[config.mk]
export PLATFORM = sky130hd
export DESIGN_NAME = load_unit
export DESIGN_NICKNAME = d
export VERILOG_FILES = /design/src/rtl/load_unit.sv
export SDC_FILE = /design/constraint.sdc
export NUM_CORES = 1
export LEC_CHECK = 0
export ABC_AREA = 1
export ABC_CLOCK_PERIOD_IN_PS = 1550
export CAP_MARGIN = 20
export CORE_AREA = 5 5 119 132
export DETAILED_ROUTE_END_ITERATION = 10
export DIE_AREA = 0 0 124 137
export PLACE_DENSITY_LB_ADDON = 0.05
export SYNTH_ARGS = -nofsm -noshare
export SYNTH_HDL_FRONTEND = slang
export SYNTH_SLANG_ARGS = --single-unit
[constraint.sdc]
create_clock -name clk -period 1.55 [get_ports clk]
set_clock_uncertainty 0.1 [all_clocks]
set_input_delay 0.2325 -clock clk [delete_from_list [all_inputs] [get_ports clk]]
set_output_delay 0.2325 -clock clk [all_outputs]
set_load 0.02 [all_outputs]
[src/rtl/load_unit.sv]
`default_nettype none
// ============================================================================
// load_unit : multicycle MIPS load path (read, wait, capture, extract, extend)
// Revision  : 1.0
// ============================================================================
module load_unit #(
  parameter int MEM_LATENCY = 1
) (
  input  logic        clk,
  input  logic        reset,
  input  logic        start,
  input  logic [31:0] addr,
  input  logic [1:0]  size,
  input  logic        is_unsigned,
  output logic [31:0] mem_addr,
  output logic        mem_rd,
  input  logic [31:0] mem_rdata,
  output logic        busy,
  output logic        done,
  output logic        misaligned,
  output logic [31:0] load_data,
  output logic [31:0] mdr_out
);

  localparam logic [1:0] SZ_WORD = 2'b00;
  localparam logic [1:0] SZ_HALF = 2'b01;
  localparam logic [1:0] SZ_BYTE = 2'b10;
  localparam logic [3:0] LAT     = 4'(MEM_LATENCY);

  typedef enum logic [2:0] {
    IDLE = 3'd0,
    READ = 3'd1,
    WAIT = 3'd2,
    DONE = 3'd3,
    ERR  = 3'd4
  } state_t;

  state_t     r_state;
  logic [3:0] r_count;
  logic [1:0] r_size;
  logic       r_unsigned;

  function automatic logic is_legal(input logic [1:0] sz, input logic [1:0] a);
    case (sz)
      SZ_WORD: is_legal = (a == 2'b00);
      SZ_HALF: is_legal = ~a[0];
      SZ_BYTE: is_legal = 1'b1;
      default: is_legal = 1'b0;
    endcase
  endfunction

  function automatic logic [31:0] extract(input logic [31:0] w, input logic [1:0] sz,
                                          input logic uns);
    logic sh;
    logic sb;
    sh = w[15] & ~uns;
    sb = w[7] & ~uns;
    case (sz)
      SZ_HALF: extract = {{16{sh}}, w[15:0]};
      SZ_BYTE: extract = {{24{sb}}, w[7:0]};
      default: extract = w;
    endcase
  endfunction

  // Request fields are latched on acceptance so later input changes cannot
  // disturb an in-flight load; mem_addr doubles as the latched address.
  always_ff @(posedge clk or negedge reset) begin
    if (!reset) begin
      r_state    <= IDLE;
      r_count    <= 4'd0;
      r_size     <= SZ_WORD;
      r_unsigned <= 1'b0;
      mem_addr   <= 32'd0;
      mem_rd     <= 1'b0;
      busy       <= 1'b0;
      done       <= 1'b0;
      misaligned <= 1'b0;
      load_data  <= 32'd0;
      mdr_out    <= 32'd0;
    end else begin
      done       <= 1'b0;
      misaligned <= 1'b0;
      mem_rd     <= 1'b0;
      case (r_state)
        IDLE: begin
          if (start) begin
            r_size     <= size;
            r_unsigned <= is_unsigned;
            busy       <= 1'b1;
            if (is_legal(size, addr[1:0])) begin
              mem_addr <= addr;
              mem_rd   <= 1'b1;
              r_state  <= READ;
            end else begin
              done       <= 1'b1;
              misaligned <= 1'b1;
              r_state    <= ERR;
            end
          end
        end
        READ: begin
          r_count <= LAT;
          r_state <= WAIT;
        end
        WAIT: begin
          r_count <= r_count - 4'd1;
          if (r_count == 4'd1) begin
            mdr_out   <= mem_rdata;
            load_data <= extract(mem_rdata, r_size, r_unsigned);
            done      <= 1'b1;
            r_state   <= DONE;
          end
        end
        DONE, ERR: begin
          busy    <= 1'b0;
          r_state <= IDLE;
        end
        default: begin
          busy    <= 1'b0;
          r_state <= IDLE;
        end
      endcase
    end
  end

endmodule
`default_nettype wire

==> impl_metrics.json, run 1 <==
{
  "grt_usage_pct": 15.1,
  "timing.rr.start": "r_count[1]$_DFFE_PN0P_",
  "finalNetCount": 776,
  "crit_required_ns": 1.73,
  "drv_slew": 0,
  "dp_hpwl_um": 9120,
  "critPathCaptureType": "flip-flop",
  "max-vdd-ir-drop_mv": 0.766,
  "cts_tree": "done",
  "outcome": "completed",
  "fin_setup_tns_ns": 0,
  "critPathKind": "flip-flop to flip-flop",
  "yosys_warnings": 0,
  "synth_edf_count": 0,
  "synth.distinct_cells": 20,
  "dp_slack_ns": -0.120,
  "syn_area_per_cell_um2": 8.37,
  "row_count": 46,
  "diodes": 0,
  "io_buffer_count": 169,
  "dieArea_um2": 17000,
  "cellLeakagePower_nw": 3.68,
  "timing.rr.end": "load_data[6]$_DFFE_PN0P_",
  "grt_overflow": 0,
  "tightest_slew_ns": 0.363,
  "die_x_um": 124,
  "async_reset_ff_share_pct": 100,
  "min_path_type": "primary input to async pin",
  "wl_um": 13300,
  "critPathMaxFanout": 5,
  "reg2regPathDepth": 8,
  "grt_max_degree": 44,
  "setup_viol": 0,
  "cts_max_level": 3,
  "place_area_um2": 6350,
  "fmax_ghz": 0.674,
  "r2r_slack_ns": 0.07,
  "clkTransAtPathRegs_ns": 0.07,
  "num_io_pins": 170,
  "wl_per_cell_um": 14.8,
  "drc": 0,
  "start_util_pct": 30.4,
  "numCtsBuffers": 9,
  "die_h_um": 137,
  "gp_congestion": 0.764,
  "clock_path_buffers": 2,
  "start_kind": "flip-flop",
  "slew_headroom_pct": 75.8,
  "crit_arrival_ns": 1.66,
  "area_growth_pct": 56.3,
  "cts.root.buffer_cell": "clkbuf_16",
  "cap_viol_max_count": 0,
  "yosysSeqAreaShare_pct": 59.0,
  "viasPerCell": 4.34,
  "first_global_vias": 3920,
  "antenna_found_initial": 0,
  "post-route-min-period_ns": 1.48,
  "ant_nets": 0,
  "clk-insertion-delay-late_ns": 0.34,
  "yosys_most_used_dff": "dfrtp_1",
  "synth_seq_cells": 102,
  "core_area_um2": 14200,
  "cts_sinks": 102,
  "p_per_area_nw_per_um2": 2060,
  "synth_cells": 517,
  "hold_violations": 0,
  "firstDrtPassIters": 5,
  "fin_crit_sh_pct": 95.7,
  "syn_area_um2": 4330,
  "grt_pass1_wl_um": 20100,
  "syn_nets": 591,
  "dr_total_vias": 3905,
  "layout-drive-gt1-share_pct": 10.3,
  "postLayoutCellArea_um2": 6760,
  "setup_ws_ns": 0.0672,
  "drt_iter0_markers": 214
}
## per-layer routing
| layer | share of wire (%) | vias up | GRT usage (%) |
|---|---|---|---|
| met3 | 7.5 | 10 | 4.46 |
| met4 | 1.2 | 0 | 4.38 |
| met1 | 45 | 1827 | 20.7 |
| li1 | - | 1946 | - |
| met5 | 0 | - | 0 |
| met2 | 46 | 122 | 22.9 |
## where the power goes
part	internal (mW)	switching, mW	total [mW]
registers	3.92	0.710	4.63
clock network	1.30	0.996	2.29
logic	2.80	4.20	7.00
## through the flow
stage	power, mW	hold WS [ns]	utilization [%]	std cells
after global routing	15.0	0.284	47.6	899
after CTS	13.7	0.256	46.0	888
final	13.9	0.255	47.6	899
after floorplan	8.69	-0.163	-	517
after detailed placement	12.2	0.0736	44.6	871
after global placement	12.1	0.0707	44.6	871
## cell usage after synthesis (2+ instances only)
library cell	count	area share, %
dfrtp_1	102	59
nor2_4	2	0.52
buf_2	10	1.2
ha_1	4	1.2
buf_6	3	0.78
inv_1	10	0.87
nand2_1	303	26
nor2_1	7	0.61
inv_2	3	0.26
o21ai_0	6	0.69
nand3_1	40	4.6
clkbuf_1	7	0.61
buf_4	13	2.3
## logic make-up (layout without fill, tap and decap cells)
| group | after synthesis | in the layout | synth area share [%] |
|---|---|---|---|
| simple gates | 357 | 357 | 32.9 |
| flops | 102 | 102 | 59.0 |
| buf+inv | 46 | 236 | 5.93 |
| compound gates | 7 | 7 | 0.839 |
| fa+ha+maj | 4 | 4 | 1.16 |
| xor+xnor | 1 | 1 | 0.202 |
## what timing repair did
action                     in CTS  in global routing
resized for setup             100                 19
setup buffers                   0                  5
hold endpoints to repair       20                  0
setup endpoints to repair     100                 55
pin swaps                       0                  4
hold buffers                    1                  0
cloned                          0                  6
## registers in the layout, summed over array words and instances, names as in the netlist, 2 cells and up
name       count
load_data     32
mdr_out       24
mem_addr      32
r_count        4
r_size         2
r_state        3
## placed cells by master (no fill, tap or decap), types with 8 or more instances in the layout
cell / count
nand2_1: 300
dfrtp_1: 102
dlygate4sd2_1: 100
clkdlybuf4s50_1: 68
nand3_1: 39
buf_4: 21
clkbuf_16: 13
buf_12: 8
## layout make-up
class	instances	area (µm²)
Timing Repair Buffer	207	2040
Sequential cell	102	2550
Inverter	13	51.3
Clock inverter	5	58.8
Tap cell	192	240
Clock buffer	11	243
Fill cell	1472	7450
Multi-Input combinational cell	369	1580
## worst max-delay path, stage by stage, from the launching register on
cell       delay (ns)
dfrtp_1          0.38
inv_2            0.08
ha_4             0.14
nand3_2          0.09
nor2_4           0.20
buf_6            0.18
clkbuf_16        0.15
nand2_1          0.05
nand2_1          0.06
## worst max-delay path by stage
stage                            from                   endpoint  slack [ns]  cells after the start
2_1_floorplan   r_size[0]$_DFFE_PN0P_  load_data[14]$_DFFE_PN0P_       0.004                      9
3_3_place_gp                  size[1]   mem_addr[25]$_DFFE_PN0P_       -0.06                      7
3_5_place_dp                  size[0]   mem_addr[24]$_DFFE_PN0P_       -0.12                      8
4_1_cts        r_count[1]$_DFFE_PN0P_     mdr_out[9]$_DFFE_PN0P_       0.001                      8
5_1_grt        r_count[1]$_DFFE_PN0P_    mdr_out[15]$_DFFE_PN0P_       -0.02                      8
6_report       r_count[1]$_DFFE_PN0P_   load_data[6]$_DFFE_PN0P_        0.07                      8
No activity file was read; power rests on OpenSTA's default activity.
==> inputs of run 2 (changes only) <==
Settings changed: SETUP_SLACK_MARGIN set to 0.3.
==> impl_metrics.json, run 2 (same netlist as run 1, synthesis figures left out) <==
{
  "outcome": "completed",
  "antenna_found_initial": 0,
  "core_area_um2": 14200,
  "ant_nets": 0,
  "clock_path_buffers": 2,
  "slew_headroom_pct": 77.9,
  "fin_setup_tns_ns": 0,
  "die_x_um": 124,
  "power.total_mw": 16.4,
  "rsz0062_at_grt": "true",
  "path_buf_inv": 4,
  "cap_viol_max_count": 0,
  "grt_pass1_wl_um": 21700,
  "viasPerCell": 4.44,
  "crit_slowest_cell": "dfrtp_1",
  "dp_hpwl_um": 8750,
  "area_growth_pct": 77.5,
  "fillerInstances": 1343,
  "cellLeakagePower_nw": 4.04,
  "wl_um": 15100,
  "firstDrtPassIters": 4,
  "min_path_type": "primary input to async pin",
  "num_io_pins": 170,
  "p_per_area_nw_per_um2": 2140,
  "clk-insertion-delay-late_ns": 0.34,
  "tightest_slew_ns": 0.332,
  "postLayoutCellArea_um2": 7680,
  "die_h_um": 137,
  "io_buffer_count": 169,
  "cts_sinks": 102,
  "start_kind": "flip-flop",
  "max-vdd-ir-drop_mv": 0.850,
  "drt_iter0_markers": 246,
  "dieArea_um2": 17000,
  "hold_violations": 0,
  "row_count": 46,
  "start_util_pct": 30.4,
  "cts.root.buffer_cell": "clkbuf_16",
  "layout-drive-gt1-share_pct": 36.2,
  "cts_tree": "done",
  "setup_ws_ns": 0.0125,
  "crit_required_ns": 1.68,
  "setup_viol": 0,
  "place_area_um2": 6330,
  "wl_per_cell_um": 15.9,
  "grt_overflow": 0,
  "diodes": 0,
  "grt_usage_pct": 16.6,
  "largestRegisters": "load_data (32), mem_addr (32), mdr_out (24)",
  "finalNetCount": 826,
  "gp_congestion": 0.765,
  "cpLargestDelayFamily": "buffers and inverters",
  "final_common_cell": "nand2_1",
  "critPathCaptureType": "flip-flop",
  "crit_top_cell": "nand2_1",
  "crit_chain": "inv_2 > ha_4 > nand3_4 > nor2_4 > buf_6 > inv_8 > buf_16 > nand2_1 > nand2_1",
  "final_cell_mix": "250 x nand2_1, 102 x dfrtp_1, 76 x buf_6",
  "drv_slew": 0,
  "fin_crit_sh_pct": 99.2,
  "clkTransAtPathRegs_ns": 0.07,
  "critPathMaxStageDelay_ns": 0.38,
  "cts_max_level": 3,
  "critPathMaxFanout": 9,
  "first_global_vias": 4152,
  "grt_max_degree": 39,
  "dp_slack_ns": -0.105,
  "dr_total_vias": 4206,
  "crit_arrival_ns": 1.67,
  "fmax_ghz": 0.650,
  "post-route-min-period_ns": 1.54,
  "critPathKind": "flip-flop to flip-flop",
  "drc": 0,
  "numCtsBuffers": 9
}
## run 2: cell count changes in the layout (fill, tap and decap cells not counted), sizes merged
cell	previous run	this run
dlygate4sd2	100	0
buf	34	181
clkinvlp	2	0
clkinv	2	1
clkbuf	15	20
bufinv	1	0
## run 2: repair_timing
item                       in CTS  in global routing
setup buffers                   9                 42
pin swaps                       1                 30
hold buffers                    1                  0
gates cloned                    7                  9
gates resized for setup       460                201
hold endpoints to repair       19                  0
setup endpoints to repair     193                172
## run 2: final timing paths
| kind | startpoint | endpoint | slack [ns] | cells past startpoint |
|---|---|---|---|---|
| max in group asynchronous | reset | mem_addr[29]$_DFFE_PN0P_ | 0.59 | 3 |
| hold / removal | reset | mdr_out[10]$_DFFE_PN0P_ | 0.25 | 2 |
| hold reg to reg | mdr_out[24]$_DFFE_PN0P_ | mdr_out[24]$_DFFE_PN0P_ | 0.37 | 2 |
| min in group clk | mem_rdata[1] | load_data[1]$_DFFE_PN0P_ | 0.33 | 3 |
| setup / recovery | r_count[1]$_DFFE_PN0P_ | load_data[8]$_DFFE_PN0P_ | 0.01 | 9 |
| setup reg to reg | r_count[1]$_DFFE_PN0P_ | load_data[8]$_DFFE_PN0P_ | 0.01 | 9 |
## run 2: area by class of cell
cell class / count / area [µm²] / area share (%)
Timing Repair Buffer: 257 / 2750 / 35.7
Tap cell: 192 / 240 / 3.13
Clock buffer: 13 / 270 / 3.52
Inverter: 13 / 63.8 / 0.831
Multi-Input combinational cell: 369 / 1800 / 23.5
Sequential cell: 102 / 2550 / 33.2
Clock inverter: 1 / 5.00 / 0.0652
## run 2: worst register-to-register path, delay by kind of cell (launching register included)
| family | cells | cell delay (ns) |
|---|---|---|
| and+or+nand+nor | 4 | 0.37 |
| adders and majority gates | 1 | 0.14 |
| buffers and inverters | 4 | 0.44 |
| DFF | 1 | 0.38 |
## run 2: power breakdown
group,switching [mW],internal (mW)
Clock,0.959,1.20
Combinational,4.77,4.61
Sequential,0.964,3.92
Total,6.69,9.73
## run 2: routing by layer
metal	share of wire [%]	up-vias	track usage, %	wire (µm)
li1	-	2049	-	-
met1	40	1993	20.4	6070
met2	51	148	27.3	7650
met3	7.0	16	4.42	1060
met4	1.9	0	7.00	283
met5	0	-	0	0
## run 2: through the flow
stage / std cells / hold slack, ns / util [%]
6_report: 947 / 0.247 / 54.0
5_1_grt: 947 / 0.275 / 54.0
2_1_floorplan: 517 / -0.163 / -
4_1_cts: 896 / 0.237 / 46.2
3_5_place_dp: 865 / 0.0618 / 44.5
3_3_place_gp: 865 / 0.0595 / 44.5
==> inputs of run 3 (changes only) <==
Settings changed: CORE_AREA 5 5 119 132 to 5 5 132 146, DIE_AREA 0 0 124 137 to 0 0 137 151.
==> impl_metrics.json, run 3 (same netlist as run 1, synthesis figures left out) <==
{
  "cellLeakagePower_nw": 3.91,
  "setup_viol": 0,
  "crit_slowest_cell": "dfrtp_1",
  "critPathKind": "flip-flop to flip-flop",
  "first_global_vias": 3987,
  "final_cell_mix": "264 x nand2_1, 101 x dfrtp_1, 77 x buf_6",
  "p_per_area_nw_per_um2": 2190,
  "wl_per_cell_um": 14.8,
  "numCtsBuffers": 9,
  "crit_required_ns": 1.73,
  "diodes": 0,
  "io_buffer_count": 169,
  "critPathCaptureType": "flip-flop",
  "antenna_found_initial": 0,
  "layout-drive-gt1-share_pct": 33.1,
  "num_io_pins": 170,
  "cts_max_level": 3,
  "dp_hpwl_um": 9000,
  "viasPerCell": 4.14,
  "start_kind": "flip-flop",
  "grt_usage_pct": 13.1,
  "row_count": 51,
  "slew_headroom_pct": 77.8,
  "core_area_um2": 17500,
  "setup_ws_ns": 0.112,
  "finalNetCount": 812,
  "crit_arrival_ns": 1.62,
  "path_buf_inv": 3,
  "dr_total_vias": 4060,
  "fin_crit_sh_pct": 92.8,
  "critPathMaxFanout": 8,
  "fillerInstances": 1782,
  "critPathMaxStageDelay_ns": 0.37,
  "timing.rr.end": "mdr_out[21]$_DFFE_PN0P_",
  "clkTransAtPathRegs_ns": 0.07,
  "largestRegisters": "load_data (32), mem_addr (32), mdr_out (24)",
  "max-vdd-ir-drop_mv": 0.766,
  "area_growth_pct": 73.1,
  "final_cells": 981,
  "clk-insertion-delay-late_ns": 0.34,
  "final_common_cell": "nand2_1",
  "rsz0062_at_grt": "true",
  "drc": 0,
  "dpl.cell_count": 914,
  "crit_top_cell": "nand2_1",
  "die_h_um": 151,
  "dp_slack_ns": -0.109,
  "firstDrtPassIters": 4,
  "dieArea_um2": 20700,
  "cpLargestDelayFamily": "buffers and inverters",
  "clock_path_buffers": 2,
  "cts_tree": "done",
  "timing.rr.start": "r_count[1]$_DFFE_PN0P_",
  "postLayoutCellArea_um2": 7490,
  "die_x_um": 137,
  "gp_congestion": 0.787,
  "fmax_ghz": 0.696,
  "grt_pass1_wl_um": 21100,
  "tightest_slew_ns": 0.334,
  "drv_slew": 0,
  "post-route-min-period_ns": 1.44,
  "outcome": "completed",
  "start_util_pct": 24.7,
  "drt_iter0_markers": 247,
  "cts.root.buffer_cell": "clkbuf_16",
  "grt_overflow": 0,
  "place_area_um2": 6420,
  "crit_chain": "inv_2 > ha_4 > nand3_4 > nor2_4 > buf_12 > clkbuf_16 > nand2_1 > nand2_1",
  "ant_nets": 0,
  "wl_um": 14500,
  "grt_max_degree": 60,
  "reg2regPathDepth": 8,
  "holdWs_ns": 0.320,
  "min_path_type": "primary input to async pin",
  "hold_violations": 0,
  "final_core_util_pct": 42.7,
  "cts_sinks": 102,
  "r2r_slack_ns": 0.11,
  "cap_viol_max_count": 0
}
-- run 3: cell count changes in the layout (fill, tap and decap cells not counted), sizes merged --
cell	previous run	this run
buf	181	167
nand2	304	305
clkinv	1	0
clkbuf	20	19
bufinv	0	3
-- run 3: worst max-delay path by stage --
| stage | start | endpoint | slack (ns) | depth (start not counted) |
|---|---|---|---|---|
| 3_5_place_dp | size[0] | mem_addr[17]$_DFFE_PN0P_ | -0.11 | 9 |
| 4_1_cts | r_count[1]$_DFFE_PN0P_ | load_data[17]$_DFFE_PN0P_ | 0.08 | 8 |
| 6_report | r_count[1]$_DFFE_PN0P_ | mdr_out[21]$_DFFE_PN0P_ | 0.11 | 8 |
| 2_1_floorplan | r_size[0]$_DFFE_PN0P_ | load_data[14]$_DFFE_PN0P_ | 0.004 | 9 |
| 5_1_grt | r_count[1]$_DFFE_PN0P_ | mdr_out[17]$_DFFE_PN0P_ | 0.04 | 8 |
| 3_3_place_gp | size[0] | mem_addr[13]$_DFFE_PN0P_ | -0.08 | 9 |
-- run 3: report_power, final --
group	switching, mW	leakage, nW	internal [mW]
clock	0.983	0.170	1.67
sequential	0.950	1.26	3.92
combinational	4.59	2.48	4.29
-- run 3: cell type report --
class / count / area [µm²] / area share [%]
clock buffers: 13 / 260 / 3.48
clock inverters: 3 / 90.1 / 1.20
inverters: 13 / 53.8 / 0.718
multi-input cells: 370 / 1750 / 23.3
flip-flops and latches: 102 / 2550 / 34.1
well taps: 238 / 298 / 3.98
repair buffers: 242 / 2490 / 33.2
-- run 3: per-stage QoR --
| step | TNS, ns | power (mW) |
|---|---|---|
| finish | 0 | 16.4 |
| global placement | -2.62 | 12.2 |
| detailed placement | -3.70 | 12.3 |
| floorplan | 0 | 8.80 |
| CTS | 0 | 14.6 |
| global route | 0 | 17.6 |
-- run 3: per-layer routing --
layer / GRT usage, % / share of wire [%] / vias up
li1: - / - / 2025
met1: 17.2 / 44 / 1877
met2: 20.7 / 47 / 146
met3: 3.55 / 7.1 / 12
met4: 4.94 / 1.4 / 0
met5: 0 / 0 / -
-- run 3: what timing repair did --
item / CTS / global route
gates cloned: 2 / 8
hold buffers: 1 / 0
gates resized for setup: 462 / 159
pin swaps: 3 / 31
setup buffers: 6 / 34
hold endpoints to repair: 102 / 0
endpoints found under the setup margin: 193 / 174
-- run 3: worst min-delay path: cells and delay by family --
| family | cells | cell delay [ns] |
|---|---|---|
| buffers and inverters | 3 | 0.91 |
